[config.mk]
export PLATFORM = sky130hd
export DESIGN_NAME = serial_adder_24_flat
export DESIGN_NICKNAME = d
export VERILOG_FILES = /design/src/rtl/cpu24_pkg.sv /design/src/rtl/serial_adder_24_if.sv /design/src/rtl/Mbledhesi1bit.sv /design/src/rtl/serial_adder_24.sv /design/src/flat_wrapper.sv
export SDC_FILE = /design/constraint.sdc
export NUM_CORES = 1
export LEC_CHECK = 0
export BUFFER_PORTS_ARGS = -buffer_cell sky130_fd_sc_hd__buf_4
export CORE_ASPECT_RATIO = 1.25
export CORE_MARGIN = 3
export CORE_UTILIZATION = 56
export CTS_CLUSTER_SIZE = 24
export DETAILED_ROUTE_END_ITERATION = 7
export GPL_TIMING_DRIVEN = 1
export PLACE_DENSITY = 0.84
export SYNTH_ARGS = -nofsm -noshare
export SYNTH_HDL_FRONTEND = slang
export SYNTH_SLANG_ARGS = --single-unit
[constraint.sdc]
create_clock -name clk -period 1.8 [get_ports clk]
set_input_delay 0 -clock clk [delete_from_list [all_inputs] [get_ports clk]]
set_output_delay 0 -clock clk [all_outputs]
set_load 0.02 [all_outputs]
[src/rtl/cpu24_pkg.sv]
// Shared definitions for the 24-bit CPU datapath blocks: data width,
// sequencer state encoding and the ADD/SUB opcode bit.
package cpu24_pkg;

    localparam int DATA_W = 24;

    typedef enum logic [1:0] {
        IDLE = 2'd0,
        RUN  = 2'd1,
        DONE = 2'd2
    } state_e;

    localparam logic OP_ADD = 1'b0;
    localparam logic OP_SUB = 1'b1;

endpackage

[src/rtl/serial_adder_24_if.sv]
// Start/done handshake and operand/result bus between the control unit
// (master) and the bit-serial adder (slave).
interface serial_adder_24_if #(
    parameter int WIDTH = 24
);
    logic             start;
    logic             op;
    logic [WIDTH-1:0] a;
    logic [WIDTH-1:0] b;
    logic             ready;
    logic             done;
    logic [WIDTH-1:0] result;
    logic             cout;
    logic             overflow;
    logic             zero;

    modport master (
        output start, op, a, b,
        input  ready, done, result, cout, overflow, zero
    );

    modport slave (
        input  start, op, a, b,
        output ready, done, result, cout, overflow, zero
    );
endinterface

[src/rtl/Mbledhesi1bit.sv]
// 1-bit full-adder cell used as the arithmetic core of the serial adder.
module Mbledhesi1bit (
    input  logic A,
    input  logic B,
    input  logic CIN,
    output logic Shuma,
    output logic COUT
);
    assign Shuma = A ^ B ^ CIN;
    assign COUT  = (A & B) | (CIN & (A ^ B));
endmodule

[src/rtl/serial_adder_24.sv]
// Bit-serial adder/subtractor: one operand bit pair per clock through a single
// full-adder cell, carry held in a flop, result assembled in a shift register.
module serial_adder_24
    import cpu24_pkg::*;
#(
    parameter int WIDTH = DATA_W
) (
    input  logic               clk,
    input  logic               rst_n,
    serial_adder_24_if.slave   bus
);
    localparam int CNT_W = $clog2(WIDTH + 1);
    localparam logic [CNT_W-1:0] LAST_BIT = CNT_W'(WIDTH - 1);

    state_e             state_q, state_d;
    logic [WIDTH-1:0]   sra_q, sra_d;
    logic [WIDTH-1:0]   srb_q, srb_d;
    logic [WIDTH-1:0]   res_sr_q, res_sr_d;
    logic [CNT_W-1:0]   cnt_q, cnt_d;
    logic               carry_q, carry_d;
    logic               ready_q, ready_d;
    logic               done_q, done_d;
    logic [WIDTH-1:0]   result_q, result_d;
    logic               cout_q, cout_d;
    logic               overflow_q, overflow_d;
    logic               zero_q, zero_d;

    logic               fa_sum;
    logic               fa_cout;

    Mbledhesi1bit u_fa (
        .A     (sra_q[0]),
        .B     (srb_q[0]),
        .CIN   (carry_q),
        .Shuma (fa_sum),
        .COUT  (fa_cout)
    );

    always_comb begin
        state_d    = state_q;
        sra_d      = sra_q;
        srb_d      = srb_q;
        res_sr_d   = res_sr_q;
        cnt_d      = cnt_q;
        carry_d    = carry_q;
        ready_d    = ready_q;
        done_d     = done_q;
        result_d   = result_q;
        cout_d     = cout_q;
        overflow_d = overflow_q;
        zero_d     = zero_q;

        unique case (state_q)
            IDLE: begin
                done_d = 1'b0;
                ready_d = 1'b1;
                if (bus.start) begin
                    // Subtraction is A + ~B + 1: invert B and preload the carry.
                    sra_d   = bus.a;
                    srb_d   = (bus.op == OP_SUB) ? ~bus.b : bus.b;
                    carry_d = bus.op;
                    cnt_d   = '0;
                    ready_d = 1'b0;
                    state_d = RUN;
                end
            end
            RUN: begin
                res_sr_d = {fa_sum, res_sr_q[WIDTH-1:1]};
                sra_d    = sra_q >> 1;
                srb_d    = srb_q >> 1;
                carry_d  = fa_cout;
                cnt_d    = cnt_q + CNT_W'(1);
                if (cnt_q == LAST_BIT) begin
                    // carry_q here is the carry into the MSB, so overflow needs no extra flop.
                    result_d   = res_sr_d;
                    cout_d     = fa_cout;
                    overflow_d = carry_q ^ fa_cout;
                    zero_d     = (res_sr_d == '0);
                    done_d     = 1'b1;
                    state_d    = DONE;
                end
            end
            DONE: begin
                done_d  = 1'b0;
                ready_d = 1'b1;
                state_d = IDLE;
            end
            default: begin
                done_d  = 1'b0;
                ready_d = 1'b1;
                state_d = IDLE;
            end
        endcase
    end

    always_ff @(posedge clk or negedge rst_n) begin
        if (!rst_n) begin
            state_q    <= IDLE;
            sra_q      <= '0;
            srb_q      <= '0;
            res_sr_q   <= '0;
            cnt_q      <= '0;
            carry_q    <= 1'b0;
            ready_q    <= 1'b1;
            done_q     <= 1'b0;
            result_q   <= '0;
            cout_q     <= 1'b0;
            overflow_q <= 1'b0;
            zero_q     <= 1'b0;
        end else begin
            state_q    <= state_d;
            sra_q      <= sra_d;
            srb_q      <= srb_d;
            res_sr_q   <= res_sr_d;
            cnt_q      <= cnt_d;
            carry_q    <= carry_d;
            ready_q    <= ready_d;
            done_q     <= done_d;
            result_q   <= result_d;
            cout_q     <= cout_d;
            overflow_q <= overflow_d;
            zero_q     <= zero_d;
        end
    end

    assign bus.ready    = ready_q;
    assign bus.done     = done_q;
    assign bus.result   = result_q;
    assign bus.cout     = cout_q;
    assign bus.overflow = overflow_q;
    assign bus.zero     = zero_q;

endmodule
[src/flat_wrapper.sv]
// flat-port wrapper written by rule: the top's interface ports become plain ports
module serial_adder_24_flat import cpu24_pkg::*;
#(
    parameter int WIDTH = DATA_W
)
  (clk, rst_n, bus_start, bus_op, bus_a, bus_b, bus_ready, bus_done, bus_result, bus_cout, bus_overflow, bus_zero);
  serial_adder_24_if #(.WIDTH(WIDTH)) bus_i ();
  input  logic clk;
  input  logic rst_n;
  input wire logic [$bits(bus_i.start)-1:0] bus_start;
  input wire logic [$bits(bus_i.op)-1:0] bus_op;
  input wire logic [$bits(bus_i.a)-1:0] bus_a;
  input wire logic [$bits(bus_i.b)-1:0] bus_b;
  output wire logic [$bits(bus_i.ready)-1:0] bus_ready;
  output wire logic [$bits(bus_i.done)-1:0] bus_done;
  output wire logic [$bits(bus_i.result)-1:0] bus_result;
  output wire logic [$bits(bus_i.cout)-1:0] bus_cout;
  output wire logic [$bits(bus_i.overflow)-1:0] bus_overflow;
  output wire logic [$bits(bus_i.zero)-1:0] bus_zero;
  assign bus_i.start = bus_start;
  assign bus_i.op = bus_op;
  assign bus_i.a = bus_a;
  assign bus_i.b = bus_b;
  assign bus_ready = bus_i.ready;
  assign bus_done = bus_i.done;
  assign bus_result = bus_i.result;
  assign bus_cout = bus_i.cout;
  assign bus_overflow = bus_i.overflow;
  assign bus_zero = bus_i.zero;
  serial_adder_24 #(.WIDTH(WIDTH)) u_core (.clk(clk), .rst_n(rst_n), .bus(bus_i));
endmodule
== Word level (Yosys, flattened, before mapping) ==
Index checks and enable logic that the tools add are counted.
Word-level totals
  register bits: 109
  logic and storage cells: 46
Operators by class
  add/sub/neg operators: 1
  equal/unequal tests: 4
  mux-type cells: 16
  bitwise operators: 7
  reductions and logical operators: 6
Operators with widths (count)
  case mux 24 bit (2 select lines): 2
  2-to-1 mux 24 bit: 3
  logical NOT 24 bit: 1
  inverter 24 bit: 1
  case mux 5 bit (2 select lines): 1
  AND reduction 2 bit: 3
  adder 5 x 1 -> 5 bit, second input constant: 1
  equality test 5 bit, second input constant: 1
  2-to-1 mux 5 bit: 1
  2-to-1 mux 1 bit: 4
  2-to-1 mux 2 bit: 2
  case mux 1 bit (2 select lines): 2
  case mux 2 bit (2 select lines): 1
  bitwise XOR 1 bit: 3
  AND 1 bit: 2
  equality test 2 x 1 -> 1 bit, second input constant: 1
  logical NOT 2 bit: 1
  != test 2 x 1 -> 1 bit, second input constant: 1
  != test 2 bit, second input constant: 1
  nonzero test 2 bit: 1
  bitwise OR 1 bit: 1

== Depth between registers and ports, before layout ==
Gate-level depths: netlist (run 1).
  word-level depth: 4
  gate-level depth with buffers: 7
  depth with buffers taken out: 4

== Hierarchy ==
Synthesis (run 1) repeated with hierarchy kept, for this count alone.
Second synthesis, totals
  cell total of the unflattened synthesis: 449
  area total of the unflattened synthesis: 4949.7 sq um
Modules (own cells, without submodules)
  serial_adder_24: times used 1, cells an instance 448, area an instance 4929.7 sq um, sequential area each 2703.8 sq um
  Mbledhesi1bit: times used 1, cells an instance 1, area an instance 20.0 sq um, sequential area each 0.0 sq um

== Worst setup path before layout (run 1) ==
No wires, ideal clock.
  path kind: flip-flop to flip-flop
  from: reg u_core.cnt_q[0]
  to: reg u_core.result_q[10], in the netlist u_core.bus.result[10]
  arrival: 1529 ps
  required time: 1675 ps
  path slack: 146 ps
  stages on the path, launching flop included: 7
  buffers on the path: 2
  period minus slack after synthesis: 1654 ps
  path through: dfrtp_1 > ha_1 > and4b_4 > and2_4 > buf_12 > buf_12 > mux2_4
On the way
  word-level cells in the longest chain between the ends: 2
RTL lines
  start: declaration: RTL line serial_adder_24.sv:19  | logic [CNT_W-1:0] cnt_q, cnt_d;
  start signal: assignment: RTL line serial_adder_24.sv:115  | cnt_q <= cnt_d;
  equality test 5 bit: RTL line serial_adder_24.sv:73  | if (cnt_q == LAST_BIT) begin
  AND reduction 2 bit (no source line)
  end signal: assignment: RTL line serial_adder_24.sv:119  | result_q <= result_d;
  end: declaration: RTL line serial_adder_24.sv:23  | logic [WIDTH-1:0] result_q, result_d;
No other way between the ends.
A chain may end at the register's enable or synchronous reset.

== Worst setup path after layout (run 1) ==
  from: reg u_core.cnt_q[0]
  to: reg u_core.result_q[21], in the netlist u_core.bus.result[21]
Same word-level chain as after synthesis.

==> metrics list, run 1 <==
- DR pass1 iterations: 5
- By area the synthesized netlist is led by dfrtp_1 54%, nand2_1 6.8%, mux2_4 5.2%, xnor2_1 4.1%, nor2b_1 3.9%.
- Share of the synthesized area in the top cell type: 54.1%
* Ys flop type: dfrtp_1
* Worst setup slack for register-to-register paths: 0.06 ns
- The number of slew-limit violations in the final report came to 0.
- Of all nets on the critical path, the largest fanout is 10.
* Number of ports placed on the die boundary: 81
- The final hold violation count is 0.
- Count of mapped cells out of synthesis: 456
- Number of register bits inferred by synthesis: 108
- Total global routing overflow: 0
* Vias after detailed routing: 3757
- Commonest cells after routing, fill and taps aside: 107 x dfrtp_1, 94 x buf_4, 90 x nand2_1, 32 x a21oi_1
- HPWL after detailed placement: 7300 um
* Static power due to leakage: 0.00281 uW
* Gr busiest metal: met2
- Number of buffers on the longest clock path: 2
- The tree is rooted in a clkbuf_8.
* Type of the worst setup path: reg2reg
* Layout area overhead: 24.1%
- The detailed router finished its first iteration with 169 violations.
- Number of global-route vias before repair: 4001
* Count of H-tree levels built during CTS: 3
* Pin count of the biggest net entering global routing: 43
* Share of synthesized area occupied by flip-flops and latches: 54.7%
- Measured against its own limit, the worst slew margin works out to 59.8%.
- VDD sags by at most 0.694 mV.
- For this run, the number of Yosys warnings is 0.
* Share of the clock period used by the worst path: 96.7%
- Vias per Instance: 5.55
- Final RePlAce weighted congestion: 0.761
- Global-route wire length before repair: 18800 um
- Clock skew on the completed layout was measured at 0.00757 ns.
- The worst register-to-register path ends at u_core.bus.result[21]$_DFFE_PN0P_.
- The tree built by TritonCTS fans out to 108 sinks.
* Number of buffers created by CTS: 9
* Area inside the core boundary: 8430 um^2
* Source of the critical timing path: u_core.cnt_q[0]$_DFFE_PN0P_
- Measured along the y axis, the die boundary spans 111 um.
* Overall power: 9670 uW
* Total Routing Usage GR: 23.0%
- Depth of the most critical reg-to-reg path: 5
* Post-layout nets: 609
- In the global route stage, met1 resource usage came out at 28.9%.
- The number of different library cells used by synthesis comes to 32.
- Crit path required time: 2.05 ns
* End point of the critical path: u_core.bus.result[21]$_DFFE_PN0P_
- Cell area after technology mapping: 4940 um^2
- The path class of the tightest hold or removal check is in2reg.
- Measured along the x axis, the die boundary spans 90.0 um.
- Kind of end point of the critical path: flop
- The tool flagged a number of max-cap violations equal to 0.
* Worst r2r src: u_core.cnt_q[0]$_DFFE_PN0P_
- Remaining number of nets flagged by the antenna check after routing: 0
* Final-layout setup total negative slack: 0 ns
- Fraction of final layout cells with drive strength greater than 1: 25.9%
- Most common library cell in the layout ignoring fill and taps: dfrtp_1
- Across the whole layout, storage elements account for 2700 um^2.
- Fill cells in the final layout number 599.
- After synthesis, the share of flip-flops with an asynchronous set or reset is 100%.
* Largest area contributor in the netlist: dfrtp_1
* Clock latency reported for the late side of the worst-skew pair: 0.36 ns
- EDFF count, synth: 0
- GRT met3 Usage: 3.67%
- Derived from the worst setup path, the maximum achievable clock frequency is 575 MHz.
* GRT met2 Usage: 39.0%
- The worst setup path is launched from a flop.
- The final layout contains routed wiring with a total length of 11200 um.
- 0 antenna diodes ended up in the layout.
* Buffers added on ports: 80
- Avg WL per Cell: 16.5 um
- The worst hold path begins at bus_b[0].
- TritonCTS clock tree: done
- Result of the run: finished, final reports clean
- For the pin with the worst max-slew slack, the measured transition is 0.603 ns.
- The smallest clock period supported by the final layout is computed as 1.74 ns.
- Data arrives at the worst endpoint at 1.99 ns.
- Number of nets in the synthesized netlist: 510
- Clock transition at the register clock pins on the worst setup and hold paths after CTS: 0.10 ns
- Setup repair after global routing left no endpoint under its margin.
- PD cells: 1580 nW/um^2
- Remaining routing DRC violations: 0
- Final Setup Violations: 0
- A synthesized cell averages 10.8 um^2.
* Std cell rows: 37
- The initial utilization of the core area, before any placement, comes to 58.7%.
- The die covers 10000 um^2.
- Initial antenna violation count: 0
- Summing all multi-input logic gate instances after layout gives 2040 um^2.
## area by class of cell
type / instances / share of cell area [%]
Inverter: 1 / 0.0612
Multi-Input combinational cell: 313 / 33.2
Clock inverter: 7 / 1.71
Sequential cell: 108 / 44.1
Timing Repair Buffer: 122 / 16.6
Clock buffer: 9 / 2.02
Tap cell: 117 / 2.39
## routing by layer
metal,share of wire (%),vias up
li1,-,1769
met1,41,1869
met2,53,94
met3,3.6,25
met4,2.2,0
met5,0,-
## state kept, by name, indices dropped and copies added (netlist names)
register,count
u_core.bus.cout,1
u_core.bus.done,1
u_core.bus.overflow,1
u_core.bus.ready,1
u_core.bus.result,24
u_core.bus.zero,1
u_core.carry_q,1
u_core.cnt_q,5
u_core.res_sr_q,23
u_core.sra_q,24
u_core.srb_q,24
u_core.state_q,2
## stage by stage
step	setup slack [ns]	instance area, um^2	utilization [%]	hold slack (ns)	std cells
3_5_place_dp	0.0706	5650	67.0	0.0300	635
2_1_floorplan	0.146	4940	-	-0.296	456
5_1_grt	0.00201	6130	72.8	0.0727	677
6_report	0.0603	6130	72.8	0.0359	677
4_1_cts	0.0499	6120	72.7	0.0281	676
3_3_place_gp	0.142	5650	67.0	0.0322	635
## cell families after synthesis
kind of cell	after synthesis	synth area share (%)
simple gates	145	13.7
compound gates	113	14.7
flops	108	54.7
buf+inv	35	4.30
mux	28	7.62
xor+xnor	25	4.43
fa+ha+maj	2	0.658
## synthesized netlist by cell type (all sizes together) (3+ instances only)
cell type / instances
a21oi: 32
nand2: 90
nor2: 8
buf: 15
clkbuf: 19
o22a: 22
dfrtp: 107
xnor2: 23
nand4: 4
a22oi: 24
a22o: 3
nor2b: 31
o21ai: 29
nor4: 6
mux2: 26
## timing repair
action                                  CTS  global route
endpoints found under the hold margin    63             0
setup buffers                             0             1
gates resized for setup                   0             1
hold buffers                             25             0
endpoints found under the setup margin    0            18
## worst min-delay path by stage
stage / end / slack, ns / cells past startpoint
after global placement: u_core.res_sr_q[9]$_DFFE_PN0P_ / 0.03 / 1
after global routing: u_core.srb_q[0]$_DFFE_PN0P_ / 0.07 / 4
final: u_core.srb_q[0]$_DFFE_PN0P_ / 0.04 / 4
after CTS: u_core.srb_q[0]$_DFFE_PN0P_ / 0.03 / 4
after floorplan: u_core.bus.cout$_DFFE_PN0P_ / -0.30 / 0
after detailed placement: u_core.res_sr_q[9]$_DFFE_PN0P_ / 0.03 / 1
## critical path: stages, from the launching register on
cell and delay (ns):
dfrtp_1 0.40, ha_1 0.22, and4b_4 0.28, and2_4 0.23, buf_12 0.15, mux2_2 0.33
## where the power goes
group / internal (uW) / leakage [uW] / switching [uW]
Combinational: 1840 / 0.00136 / 1960
Sequential: 3440 / 0.00134 / 763
Clock: 808 / 0.000113 / 857
Power figures use the tool's default switching activity.
==> run 2, diff against run 1 <==
CORE_ASPECT_RATIO = unset   (was 1.25)
CORE_UTILIZATION = 40   (was 56)
PLACE_DENSITY = 0.65   (was 0.84)
==> run 2 against run 1 <==
  * Cell count increased by 6.5%
  * Worst setup slack improved by 0.078 ns
  * Via count decreased by 3.0%
  * Critical path depth unchanged
  * Critical path type unchanged
  * Cell area increased by 2.0%
  * Combinational power decreased by 2%
  * Highest routed layer unchanged
==> metrics list, run 2 (synthesis gave the netlist of run 1 again) <==
- Series of cell instances along the critical path: ha_1 -> and4b_4 -> and2_4 -> buf_4 -> mux2_4
- Depth of the most critical reg-to-reg path: 5
- TritonCTS clock tree: done
- The most critical setup path has its endpoint at u_core.bus.result[14]$_DFFE_PN0P_.
* Class of the tightest hold or removal check: in2reg
- Startpoint type of the worst setup path: flop
* Type of the worst setup path: reg2reg
- Terminus of the critical flop-to-flop path: u_core.bus.result[14]$_DFFE_PN0P_
- Unrepaired setup endpoints after global routing: no
- For this run, the detailed router's first-pass iteration total came to 5.
* Share of the clock period used by the worst path: 92.3%
* Post_cts resized: 0
- Of the cells placed in the final design, the portion with a size suffix greater than 1 is 25.5%.
- The total overflow left after global routing is 0.
* Crit path required time: 2.03 ns
* CP max FO: 10
* IR Drop Worst-Case VDD: 0.742 mV
- Routability-driven placement finished with a final weighted congestion of 0.755.
- The first global-routing pass estimated 17800 um of wire.
- Port buffering added 80 buffers.
- Headroom to the max-slew limit came out at 64.2%.
- The later pin in the worst-skew pair is clocked with a latency of 0.34 ns.
* Net switching share of the total power: 34.9%
* Kind of end point of the critical path: flop
- Initial antenna violation count: 0
* Remaining number of nets flagged by the antenna check after routing: 0
- After clock tree synthesis, the clock-pin slew on the worst setup and hold paths is 0.07 ns.
* Worst setup slack for register-to-register paths: 0.14 ns
* Clock network power share: 19.7%
- CP delay by family, top: flip-flops
- Most common library cell in the layout ignoring fill and taps: dfrtp_1
- Once the floorplan was initialized, standard cells occupied 42.0% of the core.
- On the worst path, the slowest cell contributes a delay of 0.40 ns.
- Arrival time at the worst endpoint: 1.89 ns
* HPWL after detailed placement: 6910 um
- At the pin with the least slew margin, the transition time is 0.537 ns.
- Remaining routing DRC violations: 0
- In this run the power density over the cells is 1580 nW/um^2.
- Post-layout nets: 606
* Fmax: 602 MHz
- After floorplanning, the core was divided into 39 placement rows.
- The root buffer cell chosen for the clock tree is clkbuf_16.
* Iteration-0 DRC count of the detailed router: 310
- Net switching power: 3440 uW
- Number of max-slew violations in the final report: 0
- Static power due to leakage: 0.00284 uW
- Count of H-tree levels built during CTS: 3
* Layout area overhead: 26.5%
* Standard cell with the maximum stage delay on the critical path: dfrtp_1
- Total Routing Usage GR: 16.3%
* Avg WL per Cell: 14.5 um
- Using the TritonRoute via totals, the vias-per-cell ratio works out to 5.05.
- Stages on worst setup path: 5
- Vias after detailed routing: 3643
- Part of the power in combinational logic: 37.9%
- Final-layout setup total negative slack: 0 ns
* Number of ports placed on the die boundary: 81
- Entering global routing, the biggest net connects 59 pins.
- Number of clock sinks: 108
* Number of fill cells: 1015
- Hold violation total from the final report: 0
- The die covers 13700 um^2.
* Area inside the core boundary: 11800 um^2
- Number of buffers on the longest clock path: 2
- Chip height: 117 um
- Final Setup Violations: 0
* Count of buffer and inverter cells on the critical path: 1
- Internal Pwr Total: 6420 uW
- Result of the run: finished, final reports clean
* Overall power: 9860 uW
- Commonest cells after routing, fill and taps aside: 107 x dfrtp_1, 91 x buf_4, 90 x nand2_1, 32 x a21oi_1
- The floorplan step set the die width to 117 um.
- The clock arrives with 0.00729 ns of skew.
- Clock period minus worst slack: 1.66 ns
- 0 antenna diodes ended up in the layout.
* Number of buffers created by CTS: 9
- Sequential fraction of design power: 42.4%
- Number of global-route vias before repair: 3601
- Across the run, the number of max-cap violations was 0.
* Source of the critical timing path: u_core.cnt_q[0]$_DFFE_PN0P_
- Worst r2r src: u_core.cnt_q[0]$_DFFE_PN0P_
- Routed Wire Length: 10500 um
-- run 2: cell count changes in the layout (fill, tap and decap cells not counted), sizes merged --
cell,change
buf,-1
bufinv,-1
clkbuf,+2
clkinv,+3
dlygate4sd3,-2
inv,-4
-- run 2: final cells by class --
class | instances | area (um^2) | share of cell area [%]
inverter | 1 | 3.75 | 0.0600
multi-input combinational | 313 | 2030 | 32.5
clock buffer | 11 | 243 | 3.88
clock inverter | 5 | 52.6 | 0.840
timing repair buffer | 119 | 1010 | 16.2
sequential | 108 | 2700 | 43.2
tap | 164 | 205 | 3.28
-- run 2: how the worst min path moves through the flow --
stage                   start                               end  slack (ns)  cells after the start
floorplan               rst_n       u_core.bus.cout$_DFFE_PN0P_       -0.30                      0
global placement        rst_n  u_core.bus.result[8]$_DFFE_PN0P_        0.02                      1
detailed placement      rst_n  u_core.bus.result[8]$_DFFE_PN0P_        0.02                      1
CTS                 bus_b[23]      u_core.srb_q[23]$_DFFE_PN0P_       0.006                      3
global route        bus_b[23]      u_core.srb_q[23]$_DFFE_PN0P_        0.01                      3
finish              bus_b[23]      u_core.srb_q[23]$_DFFE_PN0P_        0.02                      3
-- run 2: power by group through the flow --
| stage | Clock (uW) | Sequential, uW | Combinational (uW) |
|---|---|---|---|
| after floorplan | 0 | 4290 | 2420 |
| final | 1940 | 4180 | 3740 |
| after global routing | 2130 | 4310 | 4190 |
| after detailed placement | 0 | 4210 | 3740 |
| after CTS | 2010 | 4180 | 3790 |
| after global placement | 0 | 4170 | 3650 |
-- run 2: layer usage --
layer / wire, um / track usage, % / part of all wire [%]
met5: 0 / 0 / 0
met4: 116 / 4.97 / 1.1
met3: 547 / 3.96 / 5.2
met2: 5080 / 26.3 / 49
met1: 4720 / 22.0 / 45
-- run 2: what timing repair did --
action / 4_1_cts / 5_1_grt
hold buffers: 23 / 0
endpoints found under the hold margin: 61 / 0
buffers inserted: 0 / 0
-- run 2: per-stage QoR --
step | hold WS, ns | cells | worst slack (ns) | instance area (um^2) | utilization (%)
2_1_floorplan | -0.296 | 456 | 0.146 | 4940 | -
3_3_place_gp | 0.0178 | 682 | 0.186 | 5730 | 48.7
3_5_place_dp | 0.0205 | 682 | 0.140 | 5730 | 48.7
4_1_cts | 0.00571 | 721 | 0.126 | 6250 | 53.2
5_1_grt | 0.0117 | 721 | 0.0522 | 6250 | 53.2
6_report | 0.0220 | 721 | 0.138 | 6250 | 53.2
-- run 2: worst reg2reg max path: stages (launching register included) --
cell and delay [ns]:
dfrtp_1 0.40, ha_1 0.22, and4b_4 0.24, and2_4 0.16, buf_4 0.22, mux2_4 0.32
